==> src/rtl/uart_cmd_link_if.sv <==
// Command/response handshake between the UART link and the digital core.
interface uart_cmd_link_if;
  logic [15:0] cmd;
  logic        cmd_rdy;
  logic        clr_cmd_rdy;
  logic [7:0]  resp;
  logic        send_resp;
  logic        resp_sent;

  // Digital core side: consumes commands, issues responses.
  modport master (
    input  cmd, cmd_rdy, resp_sent,
    output clr_cmd_rdy, resp, send_resp
  );

  // UART link side: produces commands, serializes responses.
  modport slave (
    output cmd, cmd_rdy, resp_sent,
    input  clr_cmd_rdy, resp, send_resp
  );
endinterface

==> src/rtl/uart_cmd_link.sv <==
// Host-side UART link: two-byte command receiver and single-byte response transmitter.
// Frame: 1 start (0), 8 data LSB first, 1 stop (1), no parity.
module uart_cmd_link #(
  parameter int unsigned BAUD_DIV = 868
) (
  input  logic          clk,
  input  logic          rst_n,
  input  logic          RX,
  output logic          TX,
  uart_cmd_link_if.slave bus
);

  localparam int unsigned CNT_W = $clog2(BAUD_DIV) + 1;
  // Counters run N-1 down to 0, so a terminal count marks exactly N cycles.
  localparam logic [CNT_W-1:0] FULL_LD = CNT_W'(BAUD_DIV - 1);
  localparam logic [CNT_W-1:0] HALF_LD = CNT_W'(BAUD_DIV / 2 - 1);

  typedef enum logic [1:0] {RX_IDLE, RX_START, RX_DATA, RX_STOP} rx_state_t;
  typedef enum logic {TX_IDLE, TX_XMIT} tx_state_t;

  logic             rx_meta, rx_s, rx_prev;
  rx_state_t        rx_state;
  logic [CNT_W-1:0] rx_cnt;
  logic [2:0]       rx_bits;
  logic [7:0]       rx_shft;
  logic             rx_tick_c, byte_done_c, frame_err_c;
  logic             hi_ptr;

  tx_state_t        tx_state;
  logic [CNT_W-1:0] tx_cnt;
  logic [3:0]       tx_bits;
  logic [9:0]       tx_shft;

  assign rx_tick_c   = (rx_cnt == '0);
  assign byte_done_c = (rx_state == RX_STOP) && rx_tick_c && rx_s;
  assign frame_err_c = (rx_state == RX_STOP) && rx_tick_c && !rx_s;

  // Two-flop synchronizer plus one delayed copy for falling-edge detection; all idle high.
  always_ff @(posedge clk or negedge rst_n) begin
    if (!rst_n) begin
      rx_meta <= 1'b1;
      rx_s    <= 1'b1;
      rx_prev <= 1'b1;
    end else begin
      rx_meta <= RX;
      rx_s    <= rx_meta;
      rx_prev <= rx_s;
    end
  end

  // Receive FSM: mid-bit sampling, first sample half a bit after the start edge.
  always_ff @(posedge clk or negedge rst_n) begin
    if (!rst_n) begin
      rx_state <= RX_IDLE;
      rx_cnt   <= '0;
      rx_bits  <= '0;
      rx_shft  <= '0;
    end else begin
      case (rx_state)
        RX_IDLE: begin
          if (rx_prev && !rx_s) begin
            rx_cnt   <= HALF_LD;
            rx_state <= RX_START;
          end
        end
        RX_START: begin
          if (rx_tick_c) begin
            if (rx_s) begin
              rx_state <= RX_IDLE;
            end else begin
              rx_cnt   <= FULL_LD;
              rx_bits  <= '0;
              rx_state <= RX_DATA;
            end
          end else begin
            rx_cnt <= rx_cnt - 1'b1;
          end
        end
        RX_DATA: begin
          if (rx_tick_c) begin
            rx_shft <= {rx_s, rx_shft[7:1]};
            rx_cnt  <= FULL_LD;
            rx_bits <= rx_bits + 1'b1;
            if (rx_bits == 3'd7) rx_state <= RX_STOP;
          end else begin
            rx_cnt <= rx_cnt - 1'b1;
          end
        end
        RX_STOP: begin
          // Leave at the stop sample so a back-to-back start edge is not missed.
          if (rx_tick_c) rx_state <= RX_IDLE;
          else           rx_cnt   <= rx_cnt - 1'b1;
        end
        default: rx_state <= RX_IDLE;
      endcase
    end
  end

  // Byte assembly into cmd; a framing error resynchronizes to the high byte.
  always_ff @(posedge clk or negedge rst_n) begin
    if (!rst_n) begin
      hi_ptr      <= 1'b1;
      bus.cmd     <= '0;
      bus.cmd_rdy <= 1'b0;
    end else begin
      if (frame_err_c) begin
        hi_ptr <= 1'b1;
      end else if (byte_done_c) begin
        hi_ptr <= !hi_ptr;
        if (hi_ptr) bus.cmd[15:8] <= rx_shft;
        else        bus.cmd[7:0]  <= rx_shft;
      end
      // Completion of a low byte beats a simultaneous clear.
      if (byte_done_c && !hi_ptr)
        bus.cmd_rdy <= 1'b1;
      else if (bus.clr_cmd_rdy || (byte_done_c && hi_ptr))
        bus.cmd_rdy <= 1'b0;
    end
  end

  // Transmit FSM: shifter fills with ones so TX rests high once the frame is out.
  always_ff @(posedge clk or negedge rst_n) begin
    if (!rst_n) begin
      tx_state      <= TX_IDLE;
      tx_cnt        <= '0;
      tx_bits       <= '0;
      tx_shft       <= '1;
      bus.resp_sent <= 1'b0;
    end else begin
      bus.resp_sent <= 1'b0;
      if (tx_state == TX_IDLE) begin
        if (bus.send_resp) begin
          tx_shft  <= {1'b1, bus.resp, 1'b0};
          tx_cnt   <= FULL_LD;
          tx_bits  <= '0;
          tx_state <= TX_XMIT;
        end
      end else begin
        if (tx_cnt == '0) begin
          tx_shft <= {1'b1, tx_shft[9:1]};
          tx_cnt  <= FULL_LD;
          tx_bits <= tx_bits + 1'b1;
          if (tx_bits == 4'd9) begin
            bus.resp_sent <= 1'b1;
            tx_state      <= TX_IDLE;
          end
        end else begin
          tx_cnt <= tx_cnt - 1'b1;
        end
      end
    end
  end

  assign TX = tx_shft[0];

endmodule

==> src/flat_wrapper.sv <==
// flat-port wrapper written by rule: the top's interface ports become plain ports
module uart_cmd_link_flat 
#(
  parameter int unsigned BAUD_DIV = 868
)
  (clk, rst_n, RX, TX, bus_cmd, bus_cmd_rdy, bus_resp_sent, bus_clr_cmd_rdy, bus_resp, bus_send_resp);
  uart_cmd_link_if bus_i ();
  input  logic clk;
  input  logic rst_n;
  input  logic RX;
  output logic TX;
  output wire logic [$bits(bus_i.cmd)-1:0] bus_cmd;
  output wire logic [$bits(bus_i.cmd_rdy)-1:0] bus_cmd_rdy;
  output wire logic [$bits(bus_i.resp_sent)-1:0] bus_resp_sent;
  input wire logic [$bits(bus_i.clr_cmd_rdy)-1:0] bus_clr_cmd_rdy;
  input wire logic [$bits(bus_i.resp)-1:0] bus_resp;
  input wire logic [$bits(bus_i.send_resp)-1:0] bus_send_resp;
  assign bus_cmd = bus_i.cmd;
  assign bus_cmd_rdy = bus_i.cmd_rdy;
  assign bus_resp_sent = bus_i.resp_sent;
  assign bus_i.clr_cmd_rdy = bus_clr_cmd_rdy;
  assign bus_i.resp = bus_resp;
  assign bus_i.send_resp = bus_send_resp;
  uart_cmd_link #(.BAUD_DIV(BAUD_DIV)) u_core (.clk(clk), .rst_n(rst_n), .RX(RX), .TX(TX), .bus(bus_i));
endmodule
==> config.mk <==
export PLATFORM = sky130hd
export DESIGN_NAME = uart_cmd_link_flat
export DESIGN_NICKNAME = d
export VERILOG_FILES = /design/src/rtl/uart_cmd_link_if.sv /design/src/rtl/uart_cmd_link.sv /design/src/flat_wrapper.sv
export SDC_FILE = /design/constraint.sdc
export NUM_CORES = 1
export LEC_CHECK = 0
export ABC_AREA = 1
export CORE_MARGIN = 2
export CORE_UTILIZATION = 58
export CTS_BUF_LIST = sky130_fd_sc_hd__clkbuf_16
export CTS_CLUSTER_DIAMETER = 60
export DETAILED_ROUTE_END_ITERATION = 10
export GPL_TIMING_DRIVEN = 0
export PLACE_DENSITY = 0.8
export RECOVER_POWER = 50
export SYNTH_ARGS = -nofsm -noshare
export SYNTH_HDL_FRONTEND = slang
export SYNTH_SLANG_ARGS = --single-unit
==> constraint.sdc <==
create_clock -name clk -period 1.99 [get_ports clk]
set_clock_uncertainty 0.2 [all_clocks]
set_input_delay 0.597 -clock clk [delete_from_list [all_inputs] [get_ports clk]]
set_output_delay 0.597 -clock clk [all_outputs]
set_load 0.05 [all_outputs]
==> summary.txt, run 1 <==
Die
  – Die Y: 83.6 um
  – I/O pin count: 32
  – Total die area: 0.00699 sq mm
  – DIE WIDTH: ~84 um
  – Number of core rows: 29
  – Starting Density: about three fifths
  – Core footprint: roughly 0.0062 sq mm

Critical path
  – Crit path max fanout: 1
  – R2R setup slack: about 0.080 ns
  – Worst reg2reg path depth: 12
  – Kind of critical path: flip-flop to output pin
  – Worst reg2reg startpoint: u_core.rx_cnt[0]
  – CP top delay family: buffers and inverters
  – Kind of end point of the critical path: output pin
  – Slowest CP cell: clkdlybuf4s15_1
  – Crit path cell chain: clkdlybuf4s15_1
  – Worst reg2reg endpoint: u_core.bus.cmd[6]
  – CP bufs+invs: 1
  – Worst setup SP type: flip-flop
  – CP required: between 1 and 1.5 ns
  – Slowest Stage Delay on Critical Path: 0.49 ns
  – CP Data Arrival Time: ~1.1 ns

Pwr
  – Comb power frac: just over 30%
  – P_sw: between 1500 and 2000 uW
  – Lkg Pwr: between 0.002 and 0.0025 uW
  – Clk pwr share: roughly a third
  – Switching Share: 35.6%
  – Flop pwr share: 36.7%
  – Pwr Density: 1210 mW/mm^2
  – Total power: 5340 uW
  – VDD IR-drop max: roughly 0.68 mV
  – Cell-internal power: around 3400 uW

Drt
  – DR vias: 2968
  – Vias per inst: between 5 and 6
  – Wire length per cell: around 13 um
  – DR iter-0 viols: around 170
  – DRC: 0
  – Routed Antenna Nets: 0
  – Detailed Routing Iterations Pass 1: 4
  – Final wirelength: slightly above 7 mm

Cells and area
  – Antenna Cells: 0
  – Nets: 504
  – Share of cells above drive strength 1: a little under a quarter
  – Synth-to-Final Area Change: 19.9%
  – Final instance area: 0.00441 sq mm

CTS
  – Clock root cell: clkbuf_16
  – Num CTS Buffers: 9
  – CTS Sinks: around 70
  – CTS tree: built
  – Hold_buf cts: 0
  – Max clock buf depth: 2
  – H-tree depth: 3
  – Clk slew on worst S/H paths: approximately 0.060 ns
  – Clock Latency Late Sink: 0.33 ns

STA
  – Worst hold slack: about 0.16 ns
  – Achievable Freq: slightly above 500 MHz
  – Tightest Pin Transition: 0.967 ns
  – Slew margin rel.: between 30 and 40%
  – Final setup viols: 0
  – Minimum clock period: ~1.9 ns
  – Final hold vios: 0
  – Final number of max-transition violations: 0
  – Period utilisation layout: around 97%
  – Setup TNS: 0 ns

Logic synthesis
  – Synth cell types: 31
  – Yosys warns: 0
  – #FFs+latches synth: just over 70
  – Mapped Cells: 432
  – Syn_nets: 456
  – Mapped Area: roughly 0.0037 sq mm
  – Ys flop type: dfrtp_1
  – Cell accounting for the most synthesized area: dfrtp_1
  – Most common cell in the netlist: nand2_1
  – Synth top cells by count: nand2_1 (120), dfrtp_1 (58), inv_1 (52), nor2_1 (33), nand3_1 (30)
  – Ranking of synthesized cells by area: dfrtp_1 (39%), nand2_1 (12%), dfstp_2 (9.3%), inv_1 (5.3%), nand3_1 (4.1%)
  – Seq/Total Area, Yosys: 48.8%
  – Area share of the leading cell type in the synthesized netlist: 39.5%
  – EDFF count, synth: 0
  – Avg Cell Area, Syn: roughly 8.5 sq um
  – Async S/R FF share, synth: 100%

Placement
  – RePlAce Congestion: ~0.9
  – Placed instance area: 0.00408 sq mm
  – Detailed placer's ending HPWL: about 4.8 mm
  – PortBufs: 31

Global routing
  – Grt met3 use: ~7%
  – GRT Util Overall: a little over a fifth
  – GRT overflow: 0
  – Number of global-route vias before repair: between 2000 and 3000
  – Largest net degree at the start of global routing: 72
  – GRT Max-Usage Layer: met2
  – Antenna violations before repair: 0
  – Met1 Use GR: 28.5%
  – GR met2 Demand/Resource: roughly a third
  – Global-route wire length before repair: about 12 mm

Status
  – Run status: completed

Hold path
  – HP Class: flip-flop to flip-flop
  – WHS Endpoint: u_core.rx_s
  – Hold Path Stages: 0
  – HP Start: u_core.rx_meta

Run
  – Maxcap violations: 0
cell type report:
class                   instances  area, sq um
clock buffers                   9          225
well taps                      77         96.3
fillers                       476         1830
plain buffers                   7         65.1
multi-input cells             297         1640
clock inverters                 7         96.3
flip-flops and latches         71         1790
repair buffers                 37          275
inverters                      57          216
cells by family after synthesis:
group | share of synthesized area, %
xor+xnor | 3.10
buf+inv | 7.22
flops | 48.8
simple gates | 26.2
fa+ha+maj | 3.74
compound gates | 11.0
worst max-delay path by stage:
stage                     depth (start not counted)  slack (ns)                 start                 end
after floorplan                                  12        0.21      u_core.rx_cnt[0]  u_core.bus.cmd[11]
after global placement                            1       -2.27                 rst_n   u_core.tx_bits[3]
after detailed placement                          4       -0.23         bus_send_resp    u_core.tx_cnt[6]
after CTS                                         1       0.009    u_core.bus.cmd[10]         bus_cmd[10]
after global routing                             12       -0.01      u_core.rx_cnt[0]  u_core.bus.cmd[11]
final                                             1        0.06  u_core.bus.resp_sent       bus_resp_sent
power groups by stage:
stage          logic, uW  clock network, uW  registers, uW
6_report            1660               1720           1960
5_1_grt             1900               1820           1990
4_1_cts             1590               1730           1950
3_5_place_dp        1560                  0           1960
3_3_place_gp        1520                  0           1950
2_1_floorplan       1250                  0           1930
per-layer routing:
layer | vias up | routed length (um)
met3 | 6 | 327
li1 | 1471 | -
met2 | 63 | 3420
met5 | - | 0
met4 | 0 | 59
met1 | 1428 | 3460
flip-flops by register name, indices dropped and copies added (netlist names), 3 cells and up, named ones only:
signal	count
u_core.rx_bits	3
u_core.rx_cnt	11
u_core.tx_cnt	11
u_core.tx_bits	4
u_core.rx_shft	8
u_core.tx_shft	9
u_core.bus.cmd	16
through the flow:
step	std cells	utilization [%]	setup slack [ns]
3_3_place_gp	540	65.4	-2.27
6_report	562	70.6	0.0616
2_1_floorplan	432	-	0.211
4_1_cts	556	70.5	0.00884
5_1_grt	562	70.6	-0.0138
3_5_place_dp	540	65.4	-0.235
what timing repair did:
item | 4_1_cts | 5_1_grt
setup endpoints to repair | 21 | 54
setup buffers | 0 | 6
pin swaps | 0 | 4
resized for setup | 43 | 34
layout by cell type, fill, tap and decap left out, drive strengths merged:
cell type,count
nand3b,1
bufinv,2
xnor2,2
buf,12
o22ai,5
o21a,2
clkdlybuf4s50,10
dfstp,13
xor2,11
nand2,128
dlygate4sd3,1
nor3,1
nand4,3
clkdlybuf4s15,3
nor2,41
dfrtp,58
a21oi,6
clkbuf,27
o21ai,48
ha,11
inv,58
a31oi,1
nand3,35
clkinv,4
or2,1
a311oi,1
Power figures use the tool's default switching activity.
==> run 2: changes to the inputs <==
--- a/config.mk
+++ b/config.mk
@@ -11,7 +11,6 @@
 export CTS_BUF_LIST = sky130_fd_sc_hd__clkbuf_16
 export CTS_CLUSTER_DIAMETER = 60
 export DETAILED_ROUTE_END_ITERATION = 10
-export GPL_TIMING_DRIVEN = 0
 export PLACE_DENSITY = 0.8
 export RECOVER_POWER = 50
 export SYNTH_ARGS = -nofsm -noshare
==> run 2 against run 1 <==
Against the previous run:
- register-to-register slack improved by 0.04 ns
- first-iteration DRC count decreased by 13%
- clock-buffer cell count unchanged
- sequential share of layout area decreased by 1.9 points
- global-route usage increased by 2.3 points
- largest power group unchanged
- critical path type is now flip-flop to flip-flop
- critical path depth increased by 7
- fmax increased by 3.2%
- power about the same
- via count increased by 0.84%
- utilization increased by 3.3 points
- largest cell class unchanged
- clock power decreased by 2%
- die area unchanged
==> summary.txt, run 2 (synthesis results as in run 1) <==
Cells and area
  – Top reg by flops: u_core.bus.cmd (unchanged)
  – FF+latch area: 0.00179 sq mm (about the same)
  – Synth-to-Final Area Change: 25.6% (was 19.9%)
  – Most common cell after layout, fill and taps aside: nand2_1 (unchanged)
  – Share of cells above drive strength 1: 22.0% (was 23.7%)
  – Nets: 505 (was 504)
  – Max FFs per register: 16 (unchanged)
  – Post-Layout Cell Count: 563 (was 562)
  – Most frequent cells in the layout: nand2_1 (120), dfrtp_1 (58), inv_1 (52) (was nand2_1 (119), dfrtp_1 (57), inv_1 (49))
  – Antenna Cells: 0 (unchanged)
  – # fillers: 426 (was 476)
  – Largest registers: u_core.bus.cmd x16, u_core.rx_cnt x11, u_core.tx_cnt x11 (unchanged)
  – Multi-input logic area: 0.00162 sq mm (was 0.00164 sq mm)

Drt
  – DR vias: 2993 (was 2968)
  – Detailed Routing Iterations Pass 1: 5 (was 4)
  – Wire length per cell: 13.7 um (was 12.9 um)
  – DRC: 0 (unchanged)
  – Vias per inst: 5.32 (was 5.28)
  – DR iter-0 viols: 150 (was 173)
  – Routed Antenna Nets: 0 (unchanged)
  – Final wirelength: 7.69 mm (was 7.27 mm)

CTS
  – Clk slew on worst S/H paths: 0.06 ns (about the same)
  – Postcts setup bufs: 0 (unchanged)
  – Clock Latency Late Sink: 0.33 ns (about the same)
  – Num CTS Buffers: 9 (unchanged)
  – H-tree depth: 3 (unchanged)
  – CTS tree: built (unchanged)
  – CTS Sinks: 71 (unchanged)
  – Max clock buf depth: 2 (unchanged)
  – Clock root cell: clkbuf_16 (unchanged)

Die
  – Number of core rows: 29 (unchanged)
  – DIE WIDTH: 83.6 um (unchanged)
  – Starting Density: 58.9% (unchanged)
  – Die Y: 83.6 um (unchanged)
  – I/O pin count: 32 (unchanged)
  – Core footprint: 0.00624 sq mm (unchanged)
  – Total die area: 0.00699 sq mm (unchanged)

Critical path
  – CP Data Arrival Time: 1.89 ns (was 1.13 ns)
  – Worst reg2reg startpoint: u_core.rx_state[0] (was u_core.rx_cnt[0])
  – Crit path max fanout: 5 (was 1)
  – Kind of critical path: flip-flop to flip-flop (was flip-flop to output pin)
  – Crit path cell chain: inv_1 > ha_1 > nor2_1 > inv_1 > nand3_1 > nand2_1 > o21ai_1 > inv_1 (was clkdlybuf4s15_1)
  – Slowest CP cell: dfrtp_1 (was clkdlybuf4s15_1)
  – Slowest Stage Delay on Critical Path: 0.44 ns (was 0.49 ns)
  – Crit. Startpoint: u_core.rx_state[0] (was u_core.bus.resp_sent)
  – Kind of end point of the critical path: flip-flop (was output pin)
  – CP required: 2.01 ns (was 1.19 ns)
  – CP most frequent cell: inv_1
  – Worst setup SP type: flip-flop (unchanged)

STA
  – Tightest Pin Transition: 0.953 ns (was 0.967 ns)
  – RSZ-0062 raised after global routing: yes
  – Setup TNS: 0 ns (unchanged)
  – Minimum clock period: 1.87 ns (was 1.93 ns)
  – Achievable Freq: 535 MHz (was 519 MHz)
  – Final setup viols: 0 (unchanged)
  – Period utilisation layout: 93.9% (was 96.9%)
  – Final number of max-transition violations: 0 (unchanged)
  – Final hold vios: 0 (unchanged)
  – Slew margin rel.: 36.5% (was 35.5%)

Placement
  – RePlAce Congestion: 0.906 (was 0.903)
  – PortBufs: 31 (unchanged)
  – Placed instance count: 547 (was 540)
  – Detailed placer's ending HPWL: 5.27 mm (was 4.80 mm)

Status
  – Run status: completed (unchanged)

Pwr
  – VDD IR-drop max: 0.649 mV (was 0.678 mV)
  – Lkg Pwr: 0.00227 uW (was 0.00219 uW)
  – Pwr Density: 1160 mW/mm^2 (was 1210 mW/mm^2)

Global routing
  – Number of global-route vias before repair: 3001 (was 2790)
  – Global-route wire length before repair: 13.5 mm (was 12.3 mm)
  – GRT Util Overall: 23.9% (was 21.5%)
  – Largest net degree at the start of global routing: 31 (was 72)
  – Antenna violations before repair: 0 (unchanged)
  – GRT overflow: 0 (unchanged)

Hold path
  – HP Class: flip-flop to flip-flop (unchanged)
  – HP Start: u_core.rx_meta (unchanged)

Run
  – Maxcap violations: 0 (unchanged)
run 2: per-layer routing:
metal | part of all wire [%] | global-route usage [%] | vias to the layer above
li1 | - | - | 1475
met1 | 44 | 31.0 | 1408
met2 | 50 | 38.5 | 97
met3 | 5.5 | 6.13 | 13
met4 | 1.4 | 9.09 | 0
met5 | 0 | 0 | -
run 2: repair_timing:
item                                    CTS  global route
endpoints found under the setup margin    0            17
hold buffers                              0             0
gates resized for setup                   0             3
run 2: worst paths after layout:
| path | to | slack (ns) | cells after the start |
|---|---|---|---|
| min reg2reg | u_core.rx_s | 0.15 | 0 |
| min in group asynchronous | u_core.rx_cnt[10] | 0.19 | 1 |
| max | u_core.rx_cnt[4] | 0.12 | 8 |
| min | u_core.rx_s | 0.15 | 0 |
| max in group asynchronous | u_core.tx_shft[7] | 0.33 | 2 |
| max reg2reg | u_core.rx_cnt[4] | 0.12 | 8 |
run 2: through the flow:
step | instance area, sq um | hold WS, ns | setup WS, ns | utilization (%) | power, uW
floorplan | 3680 | 0.101 | 0.211 | - | 3180
global placement | 4350 | 0.146 | 0.0177 | 69.6 | 3530
detailed placement | 4350 | 0.147 | -0.0498 | 69.6 | 3610
CTS | 4660 | 0.0214 | 0.114 | 74.7 | 5330
global route | 4620 | 0.156 | -0.0195 | 74.0 | 5690
finish | 4620 | 0.154 | 0.122 | 74.0 | 5340
run 2: worst max-delay path, delay by kind of cell, from the launching register on:
| family | cells | cell delay [ns] |
|---|---|---|
| compound gates | 1 | 0.07 |
| simple gates | 3 | 0.40 |
| flops | 1 | 0.44 |
| buf+inv | 3 | 0.29 |
| fa+ha+maj | 1 | 0.36 |
run 2: layout make-up:
| class | count | area share [%] |
|---|---|---|
| clock buffers | 9 | 4.88 |
| clock inverters | 7 | 1.90 |
| inverters | 57 | 4.63 |
| multi-input cells | 297 | 35.1 |
| flip-flops and latches | 71 | 38.8 |
| well taps | 77 | 2.09 |
| repair buffers | 45 | 12.6 |
run 2: report_power, final:
part	leakage (uW)	internal [uW]	switching [uW]	total, uW
combinational	0.00122	627	1080	1700
sequential	0.000887	1710	240	1950
clock	0.000157	1090	593	1680
==> run 3: changes to the inputs <==
--- a/config.mk
+++ b/config.mk
@@ -6,12 +6,14 @@
 export NUM_CORES = 1
 export LEC_CHECK = 0
 export ABC_AREA = 1
+export CELL_PAD_IN_SITES_DETAIL_PLACEMENT = 1
+export CELL_PAD_IN_SITES_GLOBAL_PLACEMENT = 1
 export CORE_MARGIN = 2
-export CORE_UTILIZATION = 58
-export CTS_BUF_LIST = sky130_fd_sc_hd__clkbuf_16
+export CORE_UTILIZATION = 47
+export CTS_BUF_LIST = sky130_fd_sc_hd__clkbuf_4 sky130_fd_sc_hd__clkbuf_8 sky130_fd_sc_hd__clkbuf_16
 export CTS_CLUSTER_DIAMETER = 60
 export DETAILED_ROUTE_END_ITERATION = 10
-export PLACE_DENSITY = 0.8
+export PLACE_DENSITY_LB_ADDON = 0.1
 export RECOVER_POWER = 50
 export SYNTH_ARGS = -nofsm -noshare
 export SYNTH_HDL_FRONTEND = slang
==> constraint.sdc (replaced) <==
create_clock -name clk -period 2.27 [get_ports clk]
set_clock_uncertainty 0.2 [all_clocks]
set_input_delay 0.681 -clock clk [delete_from_list [all_inputs] [get_ports clk]]
set_output_delay 0.681 -clock clk [all_outputs]
set_load 0.05 [all_outputs]
==> run 3 against run 2 <==
Against the previous run:
- combinational power decreased by 14%
- utilization decreased by 19 points
- hold slack improved by 0.0098 ns
- sequential cell count unchanged
- die area increased by 22%
- register-to-register slack improved by 0.11 ns
- critical path depth decreased by 7
- final area decreased by 8.3%
- critical endpoint is now bus_cmd_rdy
- power decreased by 22%
- setup slack improved by 0.10 ns
- largest cell class unchanged
- sequential power decreased by 12%
- final cell count increased by 2.7%
==> summary.txt, run 3 (synthesis results as in run 1) <==
Status
  – Run status: completed (unchanged)

Cells and area
  – Share of cells above drive strength 1: 19.1% (was 22.0%)
  – Largest registers: u_core.bus.cmd x16, u_core.rx_cnt x11, u_core.tx_cnt x11 (unchanged)
  – Antenna Cells: 0 (unchanged)
  – Final instance area: 0.00424 sq mm (was 0.00462 sq mm)
  – Most common cell after layout, fill and taps aside: nand2_1 (unchanged)
  – Top reg by flops: u_core.bus.cmd (unchanged)
  – Most frequent cells in the layout: nand2_1 (120), dfrtp_1 (58), inv_1 (52) (unchanged)
  – Max FFs per register: 16 (unchanged)
  – Nets: 495 (was 505)
  – Synth-to-Final Area Change: 15.2% (was 25.6%)

Run
  – Maxcap violations: 0 (unchanged)

Placement
  – RePlAce Congestion: 0.843 (was 0.906)
  – Placed instance area: 0.00409 sq mm (was 0.00435 sq mm)
  – Detailed placer's ending HPWL: 6.07 mm (was 5.27 mm)
  – PortBufs: 31 (unchanged)

Critical path
  – Kind of critical path: flip-flop to output pin (was flip-flop to flip-flop)
  – CP required: 1.39 ns (was 2.01 ns)
  – CP top delay family: buffers and inverters (was flip-flops)
  – CP Data Arrival Time: 1.17 ns (was 1.89 ns)
  – Kind of end point of the critical path: output pin (was flip-flop)
  – Slowest Stage Delay on Critical Path: 0.47 ns (was 0.44 ns)
  – CP bufs+invs: 1 (was 3)
  – Crit path max fanout: 2 (was 5)
  – Crit path cell chain: clkbuf_1 (was inv_1 > ha_1 > nor2_1 > inv_1 > nand3_1 > nand2_1 > o21ai_1 > inv_1)
  – Slowest CP cell: clkbuf_1 (was dfrtp_1)
  – Worst setup SP type: flip-flop (unchanged)

CTS
  – Clock Latency Late Sink: 0.36 ns (was 0.33 ns)
  – Postcts setup bufs: 0 (unchanged)
  – Clk slew on worst S/H paths: 0.08 ns (was 0.06 ns)
  – CTS tree: built (unchanged)
  – Num CTS Buffers: 9 (unchanged)
  – CTS Sinks: 71 (unchanged)
  – H-tree depth: 3 (unchanged)
  – Max clock buf depth: 2 (unchanged)
  – Clock root cell: clkbuf_8 (was clkbuf_16)
  – Resized Gates After CTS: 0 (unchanged)
  – Hold_buf cts: 0 (unchanged)

Drt
  – Detailed Routing Iterations Pass 1: 4 (was 5)
  – DRC: 0 (unchanged)
  – Wire length per cell: 14.2 um (was 13.7 um)
  – DR iter-0 viols: 110 (was 150)
  – Vias per inst: 4.94 (was 5.32)
  – Routed Antenna Nets: 0 (unchanged)
  – Final wirelength: 8.21 mm (was 7.69 mm)
  – DR vias: 2853 (was 2993)

STA
  – Final hold vios: 0 (unchanged)
  – Slew margin rel.: 36.5% (about the same)
  – Final setup viols: 0 (unchanged)
  – Period utilisation layout: 90.2%
  – RSZ-0062 raised after global routing: no (was yes)
  – Achievable Freq: 488 MHz
  – Tightest Pin Transition: 0.953 ns (about the same)
  – Minimum clock period: a little over 2 ns
  – Setup TNS: 0 ns (unchanged)
  – Final number of max-transition violations: 0 (unchanged)

Die
  – Die Y: 92.4 um (was 83.6 um)
  – Core footprint: 0.00765 sq mm (was 0.00624 sq mm)
  – Starting Density: 48.1% (was 58.9%)
  – DIE WIDTH: 92.4 um (was 83.6 um)
  – Number of core rows: 32 (was 29)
  – Total die area: 0.00855 sq mm (was 0.00699 sq mm)
  – I/O pin count: 32 (unchanged)

Pwr
  – Pwr Density: 979 mW/mm^2 (was 1160 mW/mm^2)
  – VDD IR-drop max: 0.576 mV (was 0.649 mV)
  – Lkg Pwr: 0.00209 uW (was 0.00227 uW)

Global routing
  – Largest net degree at the start of global routing: 38 (was 31)
  – Number of global-route vias before repair: 3039 (was 3001)
  – GRT Util Overall: 21.1% (was 23.9%)
  – GRT overflow: 0 (unchanged)
  – Antenna violations before repair: 0 (unchanged)
  – Global-route wire length before repair: 14.1 mm (was 13.5 mm)

Hold path
  – HP Class: flip-flop to flip-flop (unchanged)
[run 3: changes by cell type in the layout (fill, tap and decap cells not counted), moves of 2 or more]
| cell | change |
|---|---|
| buf_12 | -16 |
| clkbuf_16 | -9 |
| clkbuf_8 | +9 |
| clkbuf_1 | +4 |
| inv_6 | +4 |
| buf_4 | +3 |
| clkinv_2 | -3 |
| bufinv_16 | -2 |
| clkinvlp_4 | +2 |
[run 3: through the flow]
stage / setup WS, ns / cells / total power, uW / util [%] / hold slack, ns
after floorplan: 0.491 / 432 / 2780 / - / 0.145
after global placement: 0.200 / 562 / 3120 / 53.5 / 0.148
after CTS: 0.226 / 578 / 4190 / 55.9 / 0.0594
final: 0.221 / 578 / 4150 / 55.4 / 0.164
after detailed placement: 0.154 / 562 / 3200 / 53.5 / 0.153
after global routing: 0.0878 / 578 / 4480 / 55.4 / 0.173
[run 3: per-layer routing]
layer | routed length [um] | up-vias | global-route usage (%)
met5 | 0 | - | 0
met1 | 3880 | 1367 | 26.7
met2 | 3960 | 36 | 35.6
met4 | 133 | 0 | 7.96
li1 | - | 1441 | -
met3 | 238 | 9 | 4.56
[run 3: worst register-to-register path: cells and delay by family, from the launching register on]
| family | cells | cell delay (ns) |
|---|---|---|
| buffers and inverters | 2 | 0.37 |
| DFF | 1 | 0.45 |
| AOI/OAI and AO/OA | 1 | 0.12 |
| and+or+nand+nor | 5 | 0.48 |
| adders and majority gates | 1 | 0.33 |
[run 3: path summary, 6_finish.rpt]
| kind | from | endpoint | slack [ns] | cells past startpoint |
|---|---|---|---|---|
| setup / recovery | u_core.bus.cmd_rdy | bus_cmd_rdy | 0.22 | 1 |
| max in group asynchronous | rst_n | u_core.tx_shft[0] | 0.56 | 2 |
| setup reg to reg | u_core.rx_state[0] | u_core.rx_cnt[10] | 0.23 | 9 |
| hold / removal | u_core.rx_meta | u_core.rx_s | 0.16 | 0 |
| hold reg to reg | u_core.rx_meta | u_core.rx_s | 0.16 | 0 |
| min in group asynchronous | rst_n | u_core.rx_cnt[2] | 0.24 | 1 |
[run 3: report_power, final]
part | switching, uW | leakage (uW) | internal, uW
clock network | 553 | 0.0000892 | 419
registers | 218 | 0.000886 | 1500
logic | 945 | 0.00112 | 513
[run 3: cell type report]
class	count	area, sq um
fill	942	3410
sequential	71	1790
multi-input combinational	297	1620
timing repair buffer	35	299
inverter	57	214
tap	102	128
clock buffer	9	124
clock inverter	7	61.3
==> RTL change, RTL diff (settings of run 2) <==
`BAUD_DIV` is set to 868 in 2 places; all go to 434.
--- a/src/rtl/uart_cmd_link.sv
+++ b/src/rtl/uart_cmd_link.sv
@@ -3,3 +3,3 @@
 module uart_cmd_link #(
-  parameter int unsigned BAUD_DIV = 868
+  parameter int unsigned BAUD_DIV = 434
 ) (
--- a/src/flat_wrapper.sv
+++ b/src/flat_wrapper.sv
@@ -3,3 +3,3 @@
 #(
-  parameter int unsigned BAUD_DIV = 868
+  parameter int unsigned BAUD_DIV = 434
 )
Function: no difference found for any inputs over 10 cycles, from zero or initial values and one cycle with rst_n low; that may be too few to reach the edited logic, so the function may still have changed.
==> RTL change against run 2 <==
Worst setup slack gained 0.013 ns. Area after synthesis shrank 7.0%. Sequential share of layout area grew 0.79 points. Routed wire length grew 0.72%. Largest cell class unchanged. Hold slack gained 0.0073 ns. Total power grew 1.6%. Sequential cell count shrank 2. Final area shrank 4.7%.
==> RTL change: results <==
metrics = {
    "synthesis": {
        "synth-compound-area-share_pct": 6.59,
        "syn_nets": 434,
        "synth-xor-area-share_pct": 2.31,
        "yosysUniqueCellTypes": 29,
        "synth-adder-area-share_pct": 4.03,
        "synth_area_leaders": "dfrtp_1, nand2_1, dfstp_2",
        "ys_seq_area_share_pct": 51.0,
        "synth_commonest_cells": "nand2_1, dfrtp_1, inv_1, nor2_1, nand3_1",
    },
    "setup_path": {
        "cpPeakStageDelay_ns": 0.40,
        "slowest_stage": "dfrtp_2",
        "rr_worst_depth": 9,
        "cp.arrival_ns": 1.87,
        "crit_family": "simple AND/OR/NAND/NOR gates",
        "crit_end": "u_core.rx_cnt[0]",
    },
    "power": {
        "peakVddDrop_mv": 0.888,
        "p_clk_mw": 1.77,
        "p_leak_nw": 2.32,
        "p_int_mw": 3.48,
    },
    "outcome": {
        "status": "finished clean",
    },
    "timing": {
        "worst_hold_slack_ns": 0.161,
        "relSlewSlack_pct": 68.5,
    },
    "cells_and_area": {
        "layout.nets": 487,
        "n_all_buffers": 47,
        "reg.largest.list": "u_core.bus.cmd: 16 flops, u_core.rx_cnt: 10 flops, u_core.tx_cnt: 10 flops",
        "multi_input_area_um2": 1500,
        "num-nonclk-inverters": 44,
        "drive_gt1_share_pct": 18.6,
        "nFillCells": 376,
        "clk_share_pct": 7.50,
    },
    "global_route": {
        "grt_pass1_vias": 2874,
        "use_met2_pct": 45.8,
        "grt_pass1_wl_um": 13000,
        "track_usage_pct": 26.1,
        "grt_max_degree": 36,
        "met3_usage_pct": 3.89,
    },
    "route": {
        "drtIter0Drc": 120,
        "wl_met1_um": 3330,
        "wl_met3_um": 267,
        "routed_via_density": 5.29,
    },
    "clock_tree": {
        "cts_num_sinks": 69,
    },
    "placed_design": {
        "gp_congestion": 0.828,
    },
}
-- RTL change: cell count changes in the layout (fill, tap and decap cells not counted), sizes merged, moves of 3 or more --
cell	run 2	this run
mux2i	0	7
clkinv	5	0
nand3	35	23
o21ai	48	31
xor2	11	6
inv	57	47
nand2	128	155
nor2	41	35
nand4	3	6
-- RTL change: cell families after synthesis --
family          count (synthesis)
compound gates                 43
mux                             7
simple gates                  222
fa+ha+maj                      11
buf+inv                        49
flops                          69
xor+xnor                        9
-- RTL change: metrics by stage --
step	total power, mW	worst slack (ns)	std cells	instance area [µm²]
2_1_floorplan	3.12	0.193	410	3420
3_3_place_gp	3.50	0.0667	521	4100
3_5_place_dp	3.59	-0.0127	521	4100
4_1_cts	5.39	0.0574	538	4440
5_1_grt	5.76	0.00269	540	4400
6_report	5.42	0.134	540	4400
-- RTL change: what timing repair did --
action,CTS,global route
endpoints found under the setup margin,0,24
setup buffers,0,2
endpoints found under the hold margin,1,0
hold buffers,1,0
gates resized for setup,0,7
